<file path="src/rtl/alu_seq_pkg.sv">
// Shared definitions for the ALU micro-sequencer: FSM state encoding and the
// layout of the 13-bit program ROM word.
package alu_seq_pkg;

  localparam int INSTR_W  = 13;
  localparam int HALT_BIT = 12;
  localparam int F_MSB    = 11;
  localparam int F_LSB    = 8;
  localparam int A_MSB    = 7;
  localparam int A_LSB    = 4;
  localparam int B_MSB    = 3;
  localparam int B_LSB    = 0;
  // Only the executable fields are kept in the instruction register.
  localparam int OP_W     = F_MSB + 1;

  typedef enum logic [2:0] {
    S_IDLE    = 3'd0,
    S_FETCH   = 3'd1,
    S_DECODE  = 3'd2,
    S_OPER    = 3'd3,
    S_CAPTURE = 3'd4,
    S_PAUSE   = 3'd5,
    S_DONE    = 3'd6
  } state_t;

endpackage

</file>
<file path="src/rtl/alu_sequencer.sv">
// Micro-sequencer: fetches ROM words, drives the ALU operand addresses and
// function code, waits out the operand-memory latency and captures the result.
module alu_sequencer
  import alu_seq_pkg::*;
#(
  parameter int PC_W    = 4,
  parameter int MEM_LAT = 1
) (
  input  logic               clk,
  input  logic               rst,
  input  logic               start,
  input  logic               abort,
  input  logic               step_mode,
  input  logic               step,
  output logic [PC_W-1:0]    prog_addr,
  input  logic [INSTR_W-1:0] prog_data,
  output logic [3:0]         alu_a,
  output logic [3:0]         alu_b,
  output logic [3:0]         alu_f,
  input  logic [3:0]         alu_r,
  input  logic               alu_d1,
  output logic [3:0]         result,
  output logic               flag,
  output logic               sticky_ovf,
  output logic               result_valid,
  output logic               busy,
  output logic               done,
  output logic [PC_W-1:0]    pc
);

  localparam int               CNT_W   = (MEM_LAT < 2) ? 1 : $clog2(MEM_LAT + 1);
  localparam logic [CNT_W-1:0] LAT     = CNT_W'(MEM_LAT);
  localparam logic [PC_W-1:0]  PC_LAST = '1;

  state_t           state;
  state_t           state_nxt;
  logic [OP_W-1:0]  instr;
  logic [CNT_W-1:0] cnt;
  logic             launch;
  logic             advance;
  logic             capture;

  always_ff @(posedge clk or posedge rst) begin
    if (rst) state <= S_IDLE;
    else     state <= state_nxt;
  end

  always_comb begin
    state_nxt = state;
    if (abort) begin
      state_nxt = S_IDLE;
    end else begin
      case (state)
        S_IDLE:    if (start) state_nxt = S_FETCH;
        S_FETCH:   state_nxt = S_DECODE;
        S_DECODE:  state_nxt = prog_data[HALT_BIT] ? S_DONE : S_OPER;
        S_OPER:    if (cnt == CNT_W'(1)) state_nxt = S_CAPTURE;
        S_CAPTURE: begin
          // The last ROM slot acts as an implicit halt so pc never wraps.
          if (pc == PC_LAST) state_nxt = S_DONE;
          else if (step_mode) state_nxt = S_PAUSE;
          else state_nxt = S_FETCH;
        end
        S_PAUSE:   if (step || !step_mode) state_nxt = S_FETCH;
        S_DONE:    state_nxt = S_IDLE;
        default:   state_nxt = S_IDLE;
      endcase
    end
  end

  assign launch  = (state == S_IDLE) && (state_nxt == S_FETCH);
  assign advance = ((state == S_CAPTURE) || (state == S_PAUSE)) && (state_nxt == S_FETCH);
  assign capture = (state == S_CAPTURE) && !abort;

  always_ff @(posedge clk or posedge rst) begin
    if (rst) begin
      pc           <= '0;
      instr        <= '0;
      cnt          <= '0;
      result       <= '0;
      flag         <= 1'b0;
      sticky_ovf   <= 1'b0;
      result_valid <= 1'b0;
    end else begin
      result_valid <= capture;
      if (launch) begin
        pc         <= '0;
        sticky_ovf <= 1'b0;
      end else if (advance) begin
        pc <= pc + PC_W'(1);
      end
      if ((state == S_DECODE) && !abort) begin
        instr <= prog_data[OP_W-1:0];
        cnt   <= LAT;
      end else if (state == S_OPER) begin
        cnt <= cnt - CNT_W'(1);
      end
      if (capture) begin
        result     <= alu_r;
        flag       <= alu_d1;
        sticky_ovf <= sticky_ovf | alu_d1;
      end
    end
  end

  assign prog_addr = pc;
  assign alu_f     = instr[F_MSB:F_LSB];
  assign alu_a     = instr[A_MSB:A_LSB];
  assign alu_b     = instr[B_MSB:B_LSB];
  assign busy      = (state != S_IDLE);
  assign done      = (state == S_DONE);

endmodule

</file>
<file path="config.mk">
export PLATFORM = sky130hd
export DESIGN_NAME = alu_sequencer
export DESIGN_NICKNAME = d
export VERILOG_FILES = /design/src/rtl/alu_seq_pkg.sv /design/src/rtl/alu_sequencer.sv
export SDC_FILE = /design/constraint.sdc
export NUM_CORES = 1
export LEC_CHECK = 0
export ABC_AREA = 0
export ABC_CLOCK_PERIOD_IN_PS = 4700
export BUFFER_PORTS_ARGS = -buffer_cell sky130_fd_sc_hd__buf_2
export CAP_MARGIN = 10
export CELL_PAD_IN_SITES_DETAIL_PLACEMENT = 0
export CELL_PAD_IN_SITES_GLOBAL_PLACEMENT = 1
export CORE_MARGIN = 4
export CORE_UTILIZATION = 38
export CTS_BUF_LIST = sky130_fd_sc_hd__clkbuf_16
export CTS_CLUSTER_DIAMETER = 120
export CTS_CLUSTER_SIZE = 20
export DETAILED_ROUTE_END_ITERATION = 8
export PLACE_DENSITY_LB_ADDON = 0.05
export SLEW_MARGIN = 30
export SYNTH_ARGS = -nofsm -noshare
export SYNTH_HDL_FRONTEND = slang
export SYNTH_SLANG_ARGS = --single-unit
</file>
<file path="constraint.sdc">
create_clock -name clk -period 4.7 [get_ports clk]
set_clock_uncertainty 0.15 [all_clocks]
set_input_delay 0.235 -clock clk [delete_from_list [all_inputs] [get_ports clk]]
set_output_delay 0.235 -clock clk [all_outputs]
set_load 0.03 [all_outputs]
</file>
==> results of run 1 <==
final timing paths:
path	cells after the start	endpoint	slack, ns
min	2	instr[6]$_DFFE_PP0P_	0.04
max reg2reg	5	pc[0]$_DFFE_PP0P_	2.49
max in group asynchronous	3	instr[4]$_DFFE_PP0P_	3.62
max	5	pc[0]$_DFFE_PP0P_	2.49
min in group asynchronous	3	instr[9]$_DFFE_PP0P_	0.42
min reg2reg	1	instr[6]$_DFFE_PP0P_	0.35
cell families after synthesis:
group                      Yosys count  share of synthesized area
muxes                               19                      0.167
buffers and inverters               13                     0.0607
DFF                                 27                      0.529
and+or+nand+nor                     26                      0.137
adders and majority gates            1                    0.00979
AOI/OAI and AO/OA                   17                     0.0960
metrics by stage:
step	power [mW]	hold WS, ns	utilization
floorplan	0.687	0.138	-
global placement	0.800	0.303	0.493
detailed placement	0.808	0.176	0.493
CTS	1.02	0.0346	0.523
global route	1.06	0.0382	0.523
finish	0.999	0.0362	0.523
flip-flops by register name, summed over array words and instances (netlist names):
name and cells:
result_valid 1, flag 1, cnt 1, pc 4
instr 12, state 3, sticky_ovf 1, result 4
cells in the final DEF (no fill, tap or decap), types with 2 or more instances in the layout:
cell type and n:
nor3_1 3, nand2b_1 3, nand2_1 3, nor2_1 3, mux2_1 2, buf_2 52
nand3_1 4, nor3b_1 2, inv_1 4, mux2_2 17, a21oi_1 5, o211ai_1 2
clkbuf_16 3, dfrtp_1 27
power groups by stage:
stage / sequential, mW / clock (mW) / combinational (mW)
6_report: 0.379 / 0.201 / 0.420
5_1_grt: 0.393 / 0.217 / 0.450
4_1_cts: 0.380 / 0.209 / 0.427
3_5_place_dp: 0.382 / 0 / 0.426
3_3_place_gp: 0.379 / 0 / 0.421
2_1_floorplan: 0.532 / 0 / 0.155
cell type report:
class | count | area, um2
Inverter | 5 | 18.8
Sequential cell | 27 | 676
Fill cell | 285 | 1490
Timing Repair Buffer | 54 | 278
Tap cell | 44 | 55.1
Multi-Input combinational cell | 63 | 524
Clock inverter | 1 | 8.76
Clock buffer | 3 | 75.1
routing by layer:
| metal | part of all wire | track usage | vias to the layer above |
|---|---|---|---|
| met1 | 0.43 | 0.173 | 448 |
| met4 | 0.012 | 0.0431 | 0 |
| li1 | - | - | 464 |
| met2 | 0.46 | 0.210 | 34 |
| met5 | 0 | 0 | - |
| met3 | 0.097 | 0.0527 | 4 |
==> results.json, run 1 <==
{
  "cts.sinks": 27,
  "cp-start-kind": "flop",
  "syn-num-nets": 128,
  "numCtsBuffers": 3,
  "syn_area_um2": 1280,
  "rows": 20,
  "cts_root_buffer": "clkbuf_16",
  "drt_pass1_iterations": 4,
  "crit_chain": "and2b_4 > o21ai_1 > a221o_1 > nor2_2 > mux2_1",
  "status": "finished, final reports clean",
  "grt_max_degree": 28,
  "core-area_um2": 3130,
  "finalHoldViolations": 0,
  "cts_tree": "done",
  "slew_violations": 0,
  "p_sw_frac": 0.413,
  "synthFlopType": "dfrtp_1",
  "io_pins": 53,
  "cp_num_buf_inv": 0,
  "min_path_type": "primary input to flop",
  "synth_most_common_cell": "dfrtp_1",
  "fmax_ghz": 0.452,
  "gp_congestion": 0.842,
  "place_area_um2": 1540,
  "n_antenna_cell": 0,
  "required_ns": 4.70,
  "cts_max_path_buffers": 2,
  "area_growth_pct": 28.0,
  "finalSetupViolations": 0,
  "setup_ws_ns": 2.49,
  "relSlewSlack": 0.634,
  "p_per_area_nw_per_um2": 611,
  "final.min_clock_period_ns": 2.21,
  "ys_ff_latch": 27,
  "p_switching_uw": 412,
  "ir_drop_mv": 0.312,
  "p_int_uw": 587,
  "port_buffers": 52,
  "drive_gt1_frac": 0.523,
  "placedCellCount": 192,
  "dieHeight_um": 66.0,
  "wire_per_inst_um": 13.4,
  "critPathKind": "flop to flop",
  "r2r_start": "state[1]$_DFF_PP0_",
  "synth_seq_area_share": 0.529,
  "yosysTopAreaCell": "dfrtp_1",
  "initial_utilization": 0.408,
  "grt_pass1_wl_um": 4490,
  "critPathLaunch": "state[1]$_DFF_PP0_",
  "synth_edf_count": 0,
  "p_seq_frac": 0.379,
  "power_frac_clock": 0.201,
  "rsz0062_at_grt": "no",
  "yosys_warnings": 0,
  "antenna_found_initial": 0,
  "grtUsageTotal": 0.135,
  "crit_fanout": 14,
  "clkLatencyLatePin_ns": 0.26,
  "postSynthAreaPerCell_um2": 12.4,
  "ys_top_cells_by_count": "dfrtp_1, mux2_2, a21oi_1, buf_4, inv_1",
  "wl_um": 2650,
  "pre_cts_ws_ns": 2.49,
  "grt.overflow.total": 0,
  "p_leak_nw": 0.809,
  "cts_resized": 0,
  "synthCells": 103,
  "fin_crit_sh": 0.471,
  "clkSlewWorstSetupHoldPaths_ns": 0.07,
  "slowest_delay_ns": 0.53,
  "ys_types": 34,
  "crit_slowest_cell": "dfrtp_1",
  "die_w_um": 66.0,
  "arrival_ns": 2.21,
  "htreeDepth": 1,
  "drtAntennaViolNets": 0,
  "cpLargestDelayFamily": "simple AND/OR/NAND/NOR gates",
  "instances_no_fill": 197,
  "maxCapViolations": 0,
  "min_from": "prog_data[6]",
  "tightest_slew_ns": 0.549,
  "cts_hold_buf": 1,
  "vias": 950,
  "grt_pass1_vias": 978,
  "hpwlAfterDp_um": 2020,
  "critPathCaptureType": "flop",
  "synth_top_area_frac": 0.529,
  "setup-tns-final_ns": 0,
  "synth_area_leaders": "dfrtp_1, mux2_2, buf_4",
  "drc": 0,
  "finalInstanceArea_um2": 1640,
  "async_reset_ff_frac": 1.00,
  "combPwrFrac": 0.420,
  "dieArea_um2": 4350,
  "drtIter0Drc": 48,
  "post-cts-setup-buffer-count": 0,
  "vias_per_cell": 4.82,
  "nets": 179
}
(Power assumes the default switching activity.)
==> run 2, diff against run 1 <==
- ABC_CLOCK_PERIOD_IN_PS: 4700 -> 2100
- CORE_UTILIZATION: 38 -> 36
- clock period: 4.7 -> 2.1 ns (I/O delays scaled with it)
==> run 2 against run 1 <==
Against the previous run:
- wire length increased by 7.3%
- clock-buffer cell count unchanged
- cell count rose by 14%
- worst hold slack gained 0.016 ns
- register-to-register slack worse by 2.3 ns
- core utilization is 3.2 points higher
- power is 130% higher
- largest cell class unchanged
- largest power group unchanged
==> results.json, run 2 (synthesized netlist as in run 1, its figures left out) <==
{
  "grtUsageTotal": 0.136,
  "hpwlAfterDp_um": 2100,
  "setup-tns-final_ns": 0,
  "place_area_um2": 1580,
  "rows": 21,
  "vias_per_cell": 4.69,
  "clkLatencyLatePin_ns": 0.26,
  "maxCapViolations": 0,
  "min_path_type": "primary input to flop",
  "reg2reg_slack_ns": 0.14,
  "ir_drop_mv": 0.593,
  "io_pins": 53,
  "slew_violations": 0,
  "nets": 204,
  "cp-start-kind": "flop",
  "drive_gt1_frac": 0.500,
  "drtIter0Drc": 36,
  "antenna_found_initial": 0,
  "status": "finished, final reports clean",
  "dieArea_um2": 4570,
  "holdWs_ns": 0.0518,
  "n_antenna_cell": 0,
  "core-area_um2": 3390,
  "critPathKind": "flop to flop",
  "final.min_clock_period_ns": 1.96,
  "grt_pass1_wl_um": 4650,
  "grt.overflow.total": 0,
  "finalSetupViolations": 0,
  "fin_crit_sh": 0.932,
  "final_util": 0.554,
  "final_common_cell": "buf_2",
  "drt_pass1_iterations": 4,
  "dieHeight_um": 67.6,
  "cts.sinks": 27,
  "finalHoldViolations": 0,
  "finalInstanceArea_um2": 1880,
  "drtAntennaViolNets": 0,
  "grt_pass1_vias": 1079,
  "grt_max_degree": 28,
  "fmax_ghz": 0.511,
  "htreeDepth": 1,
  "p_leak_nw": 0.918,
  "wire_per_inst_um": 12.7,
  "top_regs": "instr (12), pc (4), result (4)",
  "regMostFlops": "instr",
  "relSlewSlack": 0.678,
  "clkSlewWorstSetupHoldPaths_ns": 0.07,
  "rsz0062_at_grt": "no",
  "required_ns": 2.10,
  "vias": 1051,
  "power_mw": 2.29,
  "die_w_um": 67.6,
  "cts_max_path_buffers": 2,
  "p_per_area_nw_per_um2": 1220,
  "placedCellCount": 199,
  "crit_fanout": 8,
  "critPathCaptureType": "flop",
  "drc": 0,
  "pre_cts_ws_ns": 0.101,
  "arrival_ns": 1.96,
  "gp_congestion": 0.787,
  "numCtsBuffers": 3,
  "cts_root_buffer": "clkbuf_16",
  "tightest_slew_ns": 0.479,
  "port_buffers": 52,
  "setup_ws_ns": 0.142,
  "wl_um": 2840,
  "cts_tree": "done",
  "area_growth_pct": 47.1,
  "initial_utilization": 0.377,
  "layout_common_cells": "buf_2, dfrtp_1, dlygate4sd3_1, mux2_2, buf_4",
  "instances_no_fill": 224,
  "largest_reg_flops": 12
}
-- run 2: cell types whose count changed in the layout (fill, tap and decap cells not counted), sizes merged --
cell / before / now
buf: 53 / 60
dlygate4sd3: 1 / 19
-- run 2: area by class of cell --
| type | instances | area (um2) |
|---|---|---|
| tap | 46 | 57.6 |
| timing repair buffer | 79 | 510 |
| fill | 304 | 1510 |
| inverter | 5 | 18.8 |
| sequential | 27 | 677 |
| clock buffer | 3 | 75.1 |
| multi-input combinational | 63 | 532 |
| clock inverter | 1 | 8.76 |
-- run 2: worst paths after layout --
path / start / to / cells after the start
min in group asynchronous: rst / flag$_DFFE_PP0P_ / 4
max: state[0]$_DFF_PP0_ / pc[2]$_DFFE_PP0P_ / 5
max in group asynchronous: rst / state[2]$_DFF_PP0_ / 4
min reg2reg: instr[6]$_DFFE_PP0P_ / instr[6]$_DFFE_PP0P_ / 1
max reg2reg: state[0]$_DFF_PP0_ / pc[2]$_DFFE_PP0P_ / 5
min: step / state[2]$_DFF_PP0_ / 4
-- run 2: report_power, final --
| group | leakage (nW) | internal [mW] | total (mW) | switching [mW] |
|---|---|---|---|---|
| registers | 0.337 | 0.716 | 0.829 | 0.114 |
| clock network | 0.0415 | 0.263 | 0.445 | 0.182 |
| logic | 0.539 | 0.378 | 1.01 | 0.634 |
-- run 2: critical path, cell delays in order (launching register included) --
cell,delay (ns)
dfrtp_1,0.47
nor3b_2,0.24
a32oi_1,0.08
a221o_1,0.40
o31a_1,0.32
a41o_1,0.20
-- run 2: repair_timing --
item	4_1_cts	5_1_grt
hold buffers	19	0
setup endpoints to repair	0	2
gates resized for setup	0	3
hold endpoints to repair	47	0
buffers inserted	0	2
-- run 2: routing by layer --
metal,global-route usage,vias to the layer above,part of all wire
met5,0,-,0
met4,0.0532,0,0.0092
met3,0.0399,2,0.076
met2,0.220,31,0.48
met1,0.170,501,0.43
li1,-,517,-
==> run 3, diff against run 2 <==
- RECOVER_POWER: default -> 100
==> run 3 against run 2 <==
Against the previous run:
- register-to-register slack about the same
- first-iteration DRC count fell by 2.8%
- non-clock buffer count stayed put
- power fell by 2.6%
- setup slack improved by 0.0055 ns
- global-route usage stayed put
- via count unchanged
- clock-buffer cell count unchanged
- largest cell class unchanged
- largest power group unchanged
==> results.json, run 3 (synthesized netlist as in run 1, its figures left out) <==
{
  "hold_end": "state[2]$_DFF_PP0_",
  "crit_chain": "nor3b_2 > a32oi_1 > a221o_1 > o31a_1 > a41o_1",
  "htreeDepth": 1,
  "maxCapViolations": 0,
  "nets": 204,
  "dieArea_um2": 4570,
  "critPathCaptureType": "flop",
  "final.min_clock_period_ns": 1.95,
  "rows": 21,
  "drtIter0Drc": 35,
  "port_buffers": 52,
  "clkSlewWorstSetupHoldPaths_ns": 0.07,
  "hold_depth": 4,
  "finalHoldViolations": 0,
  "cp-start-kind": "flop",
  "grt_pass1_vias": 1079,
  "drt_pass1_iterations": 4,
  "fmax_ghz": 0.512,
  "slowest_delay_ns": 0.47,
  "p_per_area_nw_per_um2": 1220,
  "slew_violations": 0,
  "crit_slowest_cell": "dfrtp_1",
  "cts.sinks": 27,
  "area_growth_pct": 42.8,
  "r2r_start": "state[0]$_DFF_PP0_",
  "die_w_um": 67.6,
  "cts_max_path_buffers": 2,
  "status": "finished, final reports clean",
  "reg2reg_to": "pc[2]$_DFFE_PP0P_",
  "p_leak_nw": 0.815,
  "gp_congestion": 0.787,
  "fin_crit_sh": 0.930,
  "required_ns": 2.10,
  "min_from": "step",
  "ir_drop_mv": 0.564,
  "p_seq_frac": 0.375,
  "core-area_um2": 3390,
  "drive_gt1_frac": 0.337,
  "vias_per_cell": 4.69,
  "p_sw_frac": 0.417,
  "initial_utilization": 0.377,
  "tightest_slew_ns": 0.742,
  "critPathKind": "flop to flop",
  "rsz0062_at_grt": "no",
  "p_int_mw": 1.30,
  "drc": 0,
  "antenna_found_initial": 0,
  "grt_pass1_wl_um": 4650,
  "final_common_cell": "clkbuf_1",
  "cts_tree": "done",
  "relSlewSlack": 0.501,
  "min_path_type": "primary input to flop",
  "drtAntennaViolNets": 0,
  "top_regs": "instr (12), pc (4), result (4)",
  "cts_root_buffer": "clkbuf_16",
  "clkLatencyLatePin_ns": 0.26,
  "largest_reg_flops": 12,
  "grtUsageTotal": 0.136,
  "grt.overflow.total": 0,
  "arrival_ns": 1.95,
  "power_frac_clock": 0.199,
  "numCtsBuffers": 3,
  "wire_per_inst_um": 12.7,
  "hpwlAfterDp_um": 2100,
  "crit_fanout": 8,
  "vias": 1051,
  "p_switching_uw": 929,
  "layout_common_cells": "clkbuf_1, dfrtp_1, buf_2, dlygate4sd3_1, mux2_2",
  "n_antenna_cell": 0,
  "io_pins": 53,
  "r2r_cells": 5,
  "final_util": 0.538,
  "grt_max_degree": 28,
  "combPwrFrac": 0.426,
  "wl_um": 2840,
  "finalSetupViolations": 0,
  "setup-tns-final_ns": 0,
  "regMostFlops": "instr",
  "reg2reg_slack_ns": 0.15,
  "dieHeight_um": 67.6
}
## run 3: cell types whose count changed in the layout (fill, tap and decap cells not counted), sizes merged
cell / before / now
buf: 60 / 29
clkbuf: 3 / 34
## run 3: worst max-delay path: cells and delay by family (launching register included)
family / cells / cell delay (ns)
compound gates: 4 / 0.99
flops: 1 / 0.47
simple gates: 1 / 0.24
## run 3: power by group through the flow
stage                     Sequential, mW  Combinational (mW)  Clock (mW)
after floorplan                     1.19               0.348           0
after global placement             0.828               0.989           0
after detailed placement           0.838               0.990           0
after CTS                          0.829                1.02       0.463
after global routing               0.860                1.02       0.485
final                              0.835               0.949       0.444
## run 3: per-stage QoR
step | hold slack (ns) | instances | cell area, um2 | power, mW | setup slack (ns)
floorplan | 0.00772 | 103 | 1280 | 1.54 | 0.000890
global placement | 0.0309 | 199 | 1580 | 1.82 | 0.135
detailed placement | 0.0326 | 199 | 1580 | 1.83 | 0.101
CTS | 0.0535 | 222 | 1860 | 2.31 | 0.0893
global route | 0.0690 | 224 | 1820 | 2.36 | 0.0139
finish | 0.0470 | 224 | 1820 | 2.23 | 0.147
## run 3: how the worst max path moves through the flow
stage	start	endpoint	slack, ns	depth (start not counted)
final	state[0]$_DFF_PP0_	pc[2]$_DFFE_PP0P_	0.15	5
after global routing	state[0]$_DFF_PP0_	pc[2]$_DFFE_PP0P_	0.01	5
after CTS	pc[0]$_DFFE_PP0P_	pc[2]$_DFFE_PP0P_	0.09	6
after detailed placement	pc[0]$_DFFE_PP0P_	pc[2]$_DFFE_PP0P_	0.10	6
after global placement	pc[0]$_DFFE_PP0P_	pc[2]$_DFFE_PP0P_	0.14	6
after floorplan	pc[0]$_DFFE_PP0P_	pc[0]$_DFFE_PP0P_	0.0009	6
## run 3: layer usage
layer / share of wire / up-vias / track usage
met5: 0 / - / 0
met4: 0.0091 / 0 / 0.0532
met3: 0.076 / 2 / 0.0399
met2: 0.48 / 31 / 0.220
met1: 0.43 / 502 / 0.170
li1: - / 516 / -
## run 3: final cells by class
| cell class | instances | area, um2 |
|---|---|---|
| Clock buffer | 3 | 75.1 |
| Clock inverter | 1 | 8.76 |
| Fill cell | 326 | 1570 |
| Inverter | 5 | 18.8 |
| Multi-Input combinational cell | 63 | 517 |
| Sequential cell | 27 | 677 |
| Tap cell | 46 | 57.6 |
| Timing Repair Buffer | 79 | 470 |
## run 3: repair_timing
| action | in CTS | in global routing |
|---|---|---|
| hold endpoints to repair | 47 | 0 |
| hold buffers | 19 | 0 |
| setup endpoints to repair | 0 | 2 |
| setup buffers | 0 | 2 |
| resized for setup | 0 | 3 |
